### config.mk
export PLATFORM = sky130hd
export DESIGN_NAME = uart_rx
export DESIGN_NICKNAME = d
export VERILOG_FILES = /design/src/rtl/uart_rx.sv
export SDC_FILE = /design/constraint.sdc
export NUM_CORES = 1
export LEC_CHECK = 0
export CORE_MARGIN = 4
export CORE_UTILIZATION = 50
export DETAILED_ROUTE_END_ITERATION = 16
export PLACE_DENSITY = 0.73
export SYNTH_ARGS = -nofsm -noshare
export SYNTH_HDL_FRONTEND = slang
export SYNTH_SLANG_ARGS = --single-unit
### constraint.sdc
create_clock -name clk -period 3.4 [get_ports clk]
set_input_delay 1.02 -clock clk [delete_from_list [all_inputs] [get_ports clk]]
set_output_delay 1.02 -clock clk [all_outputs]
set_load 0.02 [all_outputs]
### src/rtl/uart_rx.sv
// 8N1 UART receiver: mid-bit sampling from a bit-period counter, start/stop validation.
module uart_rx #(
    parameter int unsigned CLKS_PER_BIT = 434,
    parameter int unsigned DATA_BITS    = 8
) (
    input  logic                 clk,
    input  logic                 reset_n,
    input  logic                 uart_rxd,
    output logic [DATA_BITS-1:0] rx_data,
    output logic                 rx_valid,
    output logic                 rx_frame_err,
    output logic                 rx_busy
);

    localparam int unsigned HALF  = CLKS_PER_BIT / 2;
    localparam int unsigned CNT_W = $clog2(CLKS_PER_BIT);
    localparam int unsigned IDX_W = $clog2(DATA_BITS + 1);

    localparam logic [CNT_W-1:0] HALF_LAST = CNT_W'(HALF - 1);
    localparam logic [CNT_W-1:0] BIT_LAST  = CNT_W'(CLKS_PER_BIT - 1);
    localparam logic [IDX_W-1:0] IDX_LAST  = IDX_W'(DATA_BITS - 1);

    typedef enum logic [2:0] {
        IDLE,
        START,
        DATA,
        STOP,
        BREAK
    } state_t;

    state_t               state, state_n;
    logic [CNT_W-1:0]     cnt, cnt_n;
    logic [IDX_W-1:0]     idx, idx_n;
    logic [DATA_BITS-1:0] shift, shift_n;
    logic [DATA_BITS-1:0] data_n;
    logic [DATA_BITS:0]   shift_ext;
    logic                 valid_n;
    logic                 ferr_n;

    logic                 rxd_meta;
    logic                 rxd_s;
    logic                 rxd_d;
    logic [1:0]           sync_fill;
    logic                 start_edge;

    // Two-flop synchronizer plus previous-sample flop for falling-edge detection.
    // The previous sample is only trusted once the preset values have drained out
    // of the synchronizer, so a line already low at reset release is not a start.
    always_ff @(posedge clk or negedge reset_n) begin
        if (!reset_n) begin
            rxd_meta  <= 1'b1;
            rxd_s     <= 1'b1;
            rxd_d     <= 1'b0;
            sync_fill <= 2'b00;
        end else begin
            rxd_meta  <= uart_rxd;
            rxd_s     <= rxd_meta;
            sync_fill <= {sync_fill[0], 1'b1};
            rxd_d     <= sync_fill[1] & rxd_s;
        end
    end

    assign start_edge = rxd_d & ~rxd_s;
    assign shift_ext  = {rxd_s, shift};

    // State, datapath and registered strobes.
    always_ff @(posedge clk or negedge reset_n) begin
        if (!reset_n) begin
            state        <= IDLE;
            cnt          <= '0;
            idx          <= '0;
            shift        <= '0;
            rx_data      <= '0;
            rx_valid     <= 1'b0;
            rx_frame_err <= 1'b0;
            rx_busy      <= 1'b0;
        end else begin
            state        <= state_n;
            cnt          <= cnt_n;
            idx          <= idx_n;
            shift        <= shift_n;
            rx_data      <= data_n;
            rx_valid     <= valid_n;
            rx_frame_err <= ferr_n;
            rx_busy      <= (state_n != IDLE);
        end
    end

    // Next-state and datapath decode.
    always_comb begin
        state_n = state;
        cnt_n   = cnt;
        idx_n   = idx;
        shift_n = shift;
        data_n  = rx_data;
        valid_n = 1'b0;
        ferr_n  = 1'b0;

        unique case (state)
            IDLE: begin
                if (start_edge) begin
                    state_n = START;
                    cnt_n   = '0;
                end
            end
            START: begin
                if (cnt == HALF_LAST) begin
                    cnt_n = '0;
                    idx_n = '0;
                    state_n = rxd_s ? IDLE : DATA;
                end else begin
                    cnt_n = cnt + CNT_W'(1);
                end
            end
            DATA: begin
                if (cnt == BIT_LAST) begin
                    shift_n = shift_ext[DATA_BITS:1];
                    cnt_n   = '0;
                    idx_n   = idx + IDX_W'(1);
                    if (idx == IDX_LAST) begin
                        state_n = STOP;
                    end
                end else begin
                    cnt_n = cnt + CNT_W'(1);
                end
            end
            STOP: begin
                if (cnt == BIT_LAST) begin
                    cnt_n = '0;
                    if (rxd_s) begin
                        data_n  = shift;
                        valid_n = 1'b1;
                        state_n = IDLE;
                    end else begin
                        ferr_n  = 1'b1;
                        state_n = BREAK;
                    end
                end else begin
                    cnt_n = cnt + CNT_W'(1);
                end
            end
            BREAK: begin
                if (rxd_s) begin
                    state_n = IDLE;
                end
            end
            default: begin
                state_n = IDLE;
            end
        endcase
    end

endmodule
### After elaboration in Yosys (flattened, before gate mapping)

Cells that the tools add are included.

* flip-flop bits (word level): 40
* input bits: 3
* output and inout bits: 11
* logic and storage cells: 58

* $add $sub $neg: 2
* eq/ne operators: 10
* multiplexer cells: 22
* bitwise operators: 3
* reduce and logical (&&, ||, !) cells: 9

Operators with widths (count)
* 9-bit two-way mux: 3
* 9-bit one-hot mux with 3 select lines: 1
* 3-bit two-way mux: 7
* 3-bit one-hot mux with 5 select lines: 1
* 9-bit by 1-bit adder with 9-bit output (second input constant): 1
* 9-bit by 8-bit equality test with 1-bit output (second input constant): 1
* 9-bit equality test (second input constant): 1
* 4-bit two-way mux: 2
* 4-bit one-hot mux with 2 select lines: 1
* 3-bit by 2-bit equality test with 1-bit output (second input constant): 2
* 1-bit two-way mux: 6
* 2-bit != test (second input constant): 3
* 3-bit AND reduction: 2
* 3-bit nonzero test: 2
* 4-bit by 1-bit adder with 4-bit output (second input constant): 1
* 4-bit by 3-bit equality test with 1-bit output (second input constant): 1
* 2-bit AND reduction: 2
* 3-bit by 1-bit equality test with 1-bit output (second input constant): 1
* 3-bit equality test (second input constant): 1
* 3-bit logical NOT: 1
* 1-bit bitwise AND: 2
* 2-bit two-way mux: 1
* 2-bit nonzero test: 1
* 2-bit OR reduction: 1
* 1-bit inverter: 1

### Logic depth before layout (Yosys ltp)

* word-level depth: 5
* gate-level depth with buffers: 8
* mapped depth without buffers: 6

### Worst setup path before layout

Ideal clock, no wire load.

* path kind: reg-to-reg
* start: reg cnt[1]
* end: reg rx_data[0]
* setup time: 0.125 ns
* arrival: 1.816 ns
* required time: 3.275 ns
* path slack: 1.459 ns
* cell stages (with the launch flop): 9
* buffers on the path: 2
* period minus slack after synthesis: 1.941 ns
* cells stage by stage: dfrtp_1 inv_1 ha_1 and4_1 clkbuf_1 nand3_2 or3_1 buf_6 mux2_4

* word-level cells in the longest chain between the ends: 2

Ends and longest elaborated chain
* from (decl): line 32 `logic [CNT_W-1:0] cnt, cnt_n;`
* from (signal assigned): line 79 `cnt <= cnt_n;`
* 9-bit equality test: line 128 `if (cnt == BIT_LAST) begin`
* 3-bit AND reduction (no source line)
* to (signal assigned): line 82 `rx_data <= data_n;`
* to (decl): line 9 `output logic [DATA_BITS-1:0] rx_data,`

No other way between the ends.
A chain may end at the register's enable or synchronous reset.

### Final worst setup path

* start: reg rx_data[6]
* end: out rx_data[6]

No word-level cell between the ends.

==> results.py <==
metrics = {
    "sta": {
        "rsz0062_at_grt": "no",
        "clock_skew_ns": 0.004316,
        "hold_viol": 0,
        "tightest_slew_ns": 0.8504,
        "drv_slew": 0,
        "finalCritPeriodShare_pct": 67.05,
        "setup_viol": 0,
        "fmax_mhz": 438.7,
        "slew_headroom_pct": 43.31,
        "worst_slack_ns": 1.120,
        "fin_crit_ns": 2.280,
        "setup_tns_ns": 0,
    },
    "route": {
        "via_count": 1406,
        "wl_met2_mm": 1.707,
        "drtIter0Drc": 60,
        "wl_met3_um": 169,
        "wirelength_mm": 3.514,
        "vias_per_cell": 5.739,
        "route.detailed.drc": 0,
        "drtAntennaViolNets": 0,
        "drt-met1-wl_mm": 1.575,
        "drt_pre_antenna_iters": 4,
        "wl_per_cell_um": 14.34,
        "top_layer_used": "met4",
    },
    "floorplanning": {
        "start_util_pct": 51.69,
        "core_area_mm2": 0.003633,
        "top_level_ports": 14,
        "die-width_um": 69.29,
        "die_h_um": 69.29,
        "die_area_mm2": 0.004800,
        "rows": 22,
    },
    "yosys": {
        "synthCells": 183,
        "yosysSeqAreaShare_pct": 53.43,
        "syn-cell-area_mm2": 0.001878,
        "synth-async-reset-ratio_pct": 100.0,
        "synthTopCellsByArea": "dfrtp_1, nand2_1, mux2_4, o21ai_0, dfstp_2",
        "synth.distinct_cells": 43,
        "synth_area_leader_cell": "dfrtp_1",
        "syn_area_per_cell_um2": 10.26,
        "synth_seq_cells": 40,
        "synth_fp_nets": 190,
        "synth-edff-count": 0,
        "synth_top_area_share_pct": 50.63,
        "yosys_warnings": 0,
        "synthFlopType": "dfrtp_1",
    },
    "worst_setup_path": {
        "endpoint": "rx_data[6]",
        "crit_family": "buffers and inverters",
        "end_kind": "primary output",
        "critPathBufInv": 1,
        "arrival_ns": 1.26,
        "crit_type": "reg2out",
        "r2r_start": "cnt[0]$_DFFE_PN0P_",
        "worst-r2r-cell-count": 6,
        "cp-start-kind": "register",
        "cp_num_cells": 1,
        "r2r_slack_ns": 1.25,
        "crit_path_top_delay_cell": "clkdlybuf4s50_1",
        "crit_chain": "clkdlybuf4s50_1",
        "r2r_end": "cnt[2]$_DFFE_PN0P_",
        "critPathLaunch": "rx_data[6]$_DFFE_PN0P_",
        "slowest_delay_ns": 0.60,
        "required_ns": 2.38,
        "path_max_fanout": 2,
    },
    "clock_network": {
        "cts_root_buf": "clkbuf_8",
        "numCtsBuffers": 5,
        "holdBufCountCts": 0,
        "cts.clk_slew.worst_paths_ns": 0.08,
        "ctsResizeCount": 0,
        "cts_max_level": 2,
        "cts_sinks": 40,
        "postCtsSetupBuffers": 0,
        "cts_tree": "done",
        "clk_latency_ns": 0.29,
        "clockBufferDepth": 2,
    },
    "power": {
        "p_leak_nw": 0.9807,
        "power.density_mw_per_mm2": 493.1,
        "peakVddDrop_uv": 258.9,
    },
    "global_routing": {
        "antenna_found_initial": 0,
        "grt_pass1_wl_mm": 6.147,
        "grt_max_degree": 41,
        "gr-total-overflow": 0,
        "grtUsageTotal_pct": 15.82,
        "grt_pass1_vias": 1369,
    },
    "outcome": {
        "status": "completed",
    },
    "finish": {
        "n_antenna_cell": 0,
        "drive_above_1_share_pct": 12.18,
        "finalNetCount": 203,
        "syn2layout_area_growth_pct": 12.53,
        "regArea_mm2": 0.001003,
        "fillers": 316,
        "design_area_mm2": 0.002113,
        "multi_input_area_um2": 813.3,
        "final-instance-count-excl-fill": 245,
        "fin_util_pct": 58.16,
    },
    "placed_design": {
        "place_area_mm2": 0.002028,
        "numPortBuffers": 13,
        "dp_hpwl_mm": 2.475,
        "place_congestion": 0.8223,
        "placed_cells": 237,
        "place_worst_setup_slack_ns": 1.257,
    },
    "min_path": {
        "hp-class": "reg2reg",
    },
    "job": {
        "cap_violations": 0,
    },
}
synthesized netlist by cell type, types with 2 or more instances:
cell	instances
dfstp_2	2
nor4_1	2
mux2_4	8
dfrtp_1	38
a2111oi_0	2
and4_1	2
clkbuf_1	4
ha_1	4
nor3_1	3
nor2_1	5
inv_1	7
nand2_1	42
or3_1	3
nand4_1	2
nand3_1	7
nand2b_1	2
o211ai_1	4
a21oi_1	9
o21ai_0	12
and3_2	2
worst min path at each step:
stage,from,to,slack (ns),cells past startpoint
after global routing,rxd_meta$_DFF_PN1_,rxd_s$_DFF_PN1_,0.37,0
after floorplan,sync_fill[0]$_DFF_PN0_,sync_fill[1]$_DFF_PN0_,0.33,0
final,sync_fill[0]$_DFF_PN0_,sync_fill[1]$_DFF_PN0_,0.36,0
after global placement,sync_fill[0]$_DFF_PN0_,sync_fill[1]$_DFF_PN0_,0.34,0
after detailed placement,sync_fill[0]$_DFF_PN0_,sync_fill[1]$_DFF_PN0_,0.34,0
after CTS,sync_fill[0]$_DFF_PN0_,sync_fill[1]$_DFF_PN0_,0.36,0
per-stage QoR:
step / hold slack [ns] / power (mW)
after global placement: 0.3424 / 0.7376
final: 0.3579 / 1.042
after detailed placement: 0.3418 / 0.7487
after global routing: 0.3688 / 1.112
after floorplan: 0.3312 / 0.6916
after CTS: 0.3587 / 1.051
power breakdown:
part           internal (mW)  switching [mW]  total [mW]  leakage [nW]
Clock                  0.143           0.157       0.300        0.0412
Sequential             0.516          0.0647       0.581         0.531
Combinational         0.0648          0.0969       0.162         0.408
cells by family (layout without fill, tap and decap cells):
kind of cell | after synthesis | count (layout) | share of synthesized area (%)
mux | 9 | 9 | 6.929
other cells | 1 | 1 | 0.1997
compound gates | 33 | 33 | 10.66
simple gates | 82 | 82 | 22.85
flops | 40 | 40 | 53.43
fa+ha+maj | 4 | 4 | 2.665
buf+inv | 14 | 28 | 3.264
state kept, by name (all words and copies together), names as in the netlist, 2 cells and up:
name / cells
sync_fill: 2
rx_data: 8
idx: 4
state: 3
shift: 8
cnt: 9
layout by cell type (no fill, tap or decap), types with 3 or more instances in the layout:
cell,count
nor2_1,5
o21ai_0,12
ha_1,4
clkdlybuf4s50_1,12
nand2_1,42
mux2_4,8
nor3_1,3
o211ai_1,4
clkbuf_8,5
nand3_1,7
dfrtp_1,38
inv_1,7
a21oi_1,9
or3_1,3
final cells by class:
class                   count  area share [%]
inverters                   7           1.243
clock buffers               6           3.434
well taps                  48           2.842
multi-input cells         129           38.48
flip-flops and latches     40           47.48
clock inverters             2          0.5921
repair buffers             13           5.921
per-layer routing:
| layer | global-route usage (%) | vias to the layer above |
|---|---|---|
| li1 | - | 668 |
| met1 | 19.45 | 696 |
| met2 | 25.64 | 33 |
| met3 | 5.362 | 9 |
| met4 | 6.074 | 0 |
| met5 | 0 | - |
worst reg2reg max path, stage by stage, from the launching register on:
cell and delay [ns]:
dfrtp_1 0.43, inv_1 0.12, ha_1 0.15, nor4b_1 0.42, a21oi_1 0.29, nor2_1 0.41
o211ai_1 0.19
Power figures use the tool's default switching activity.
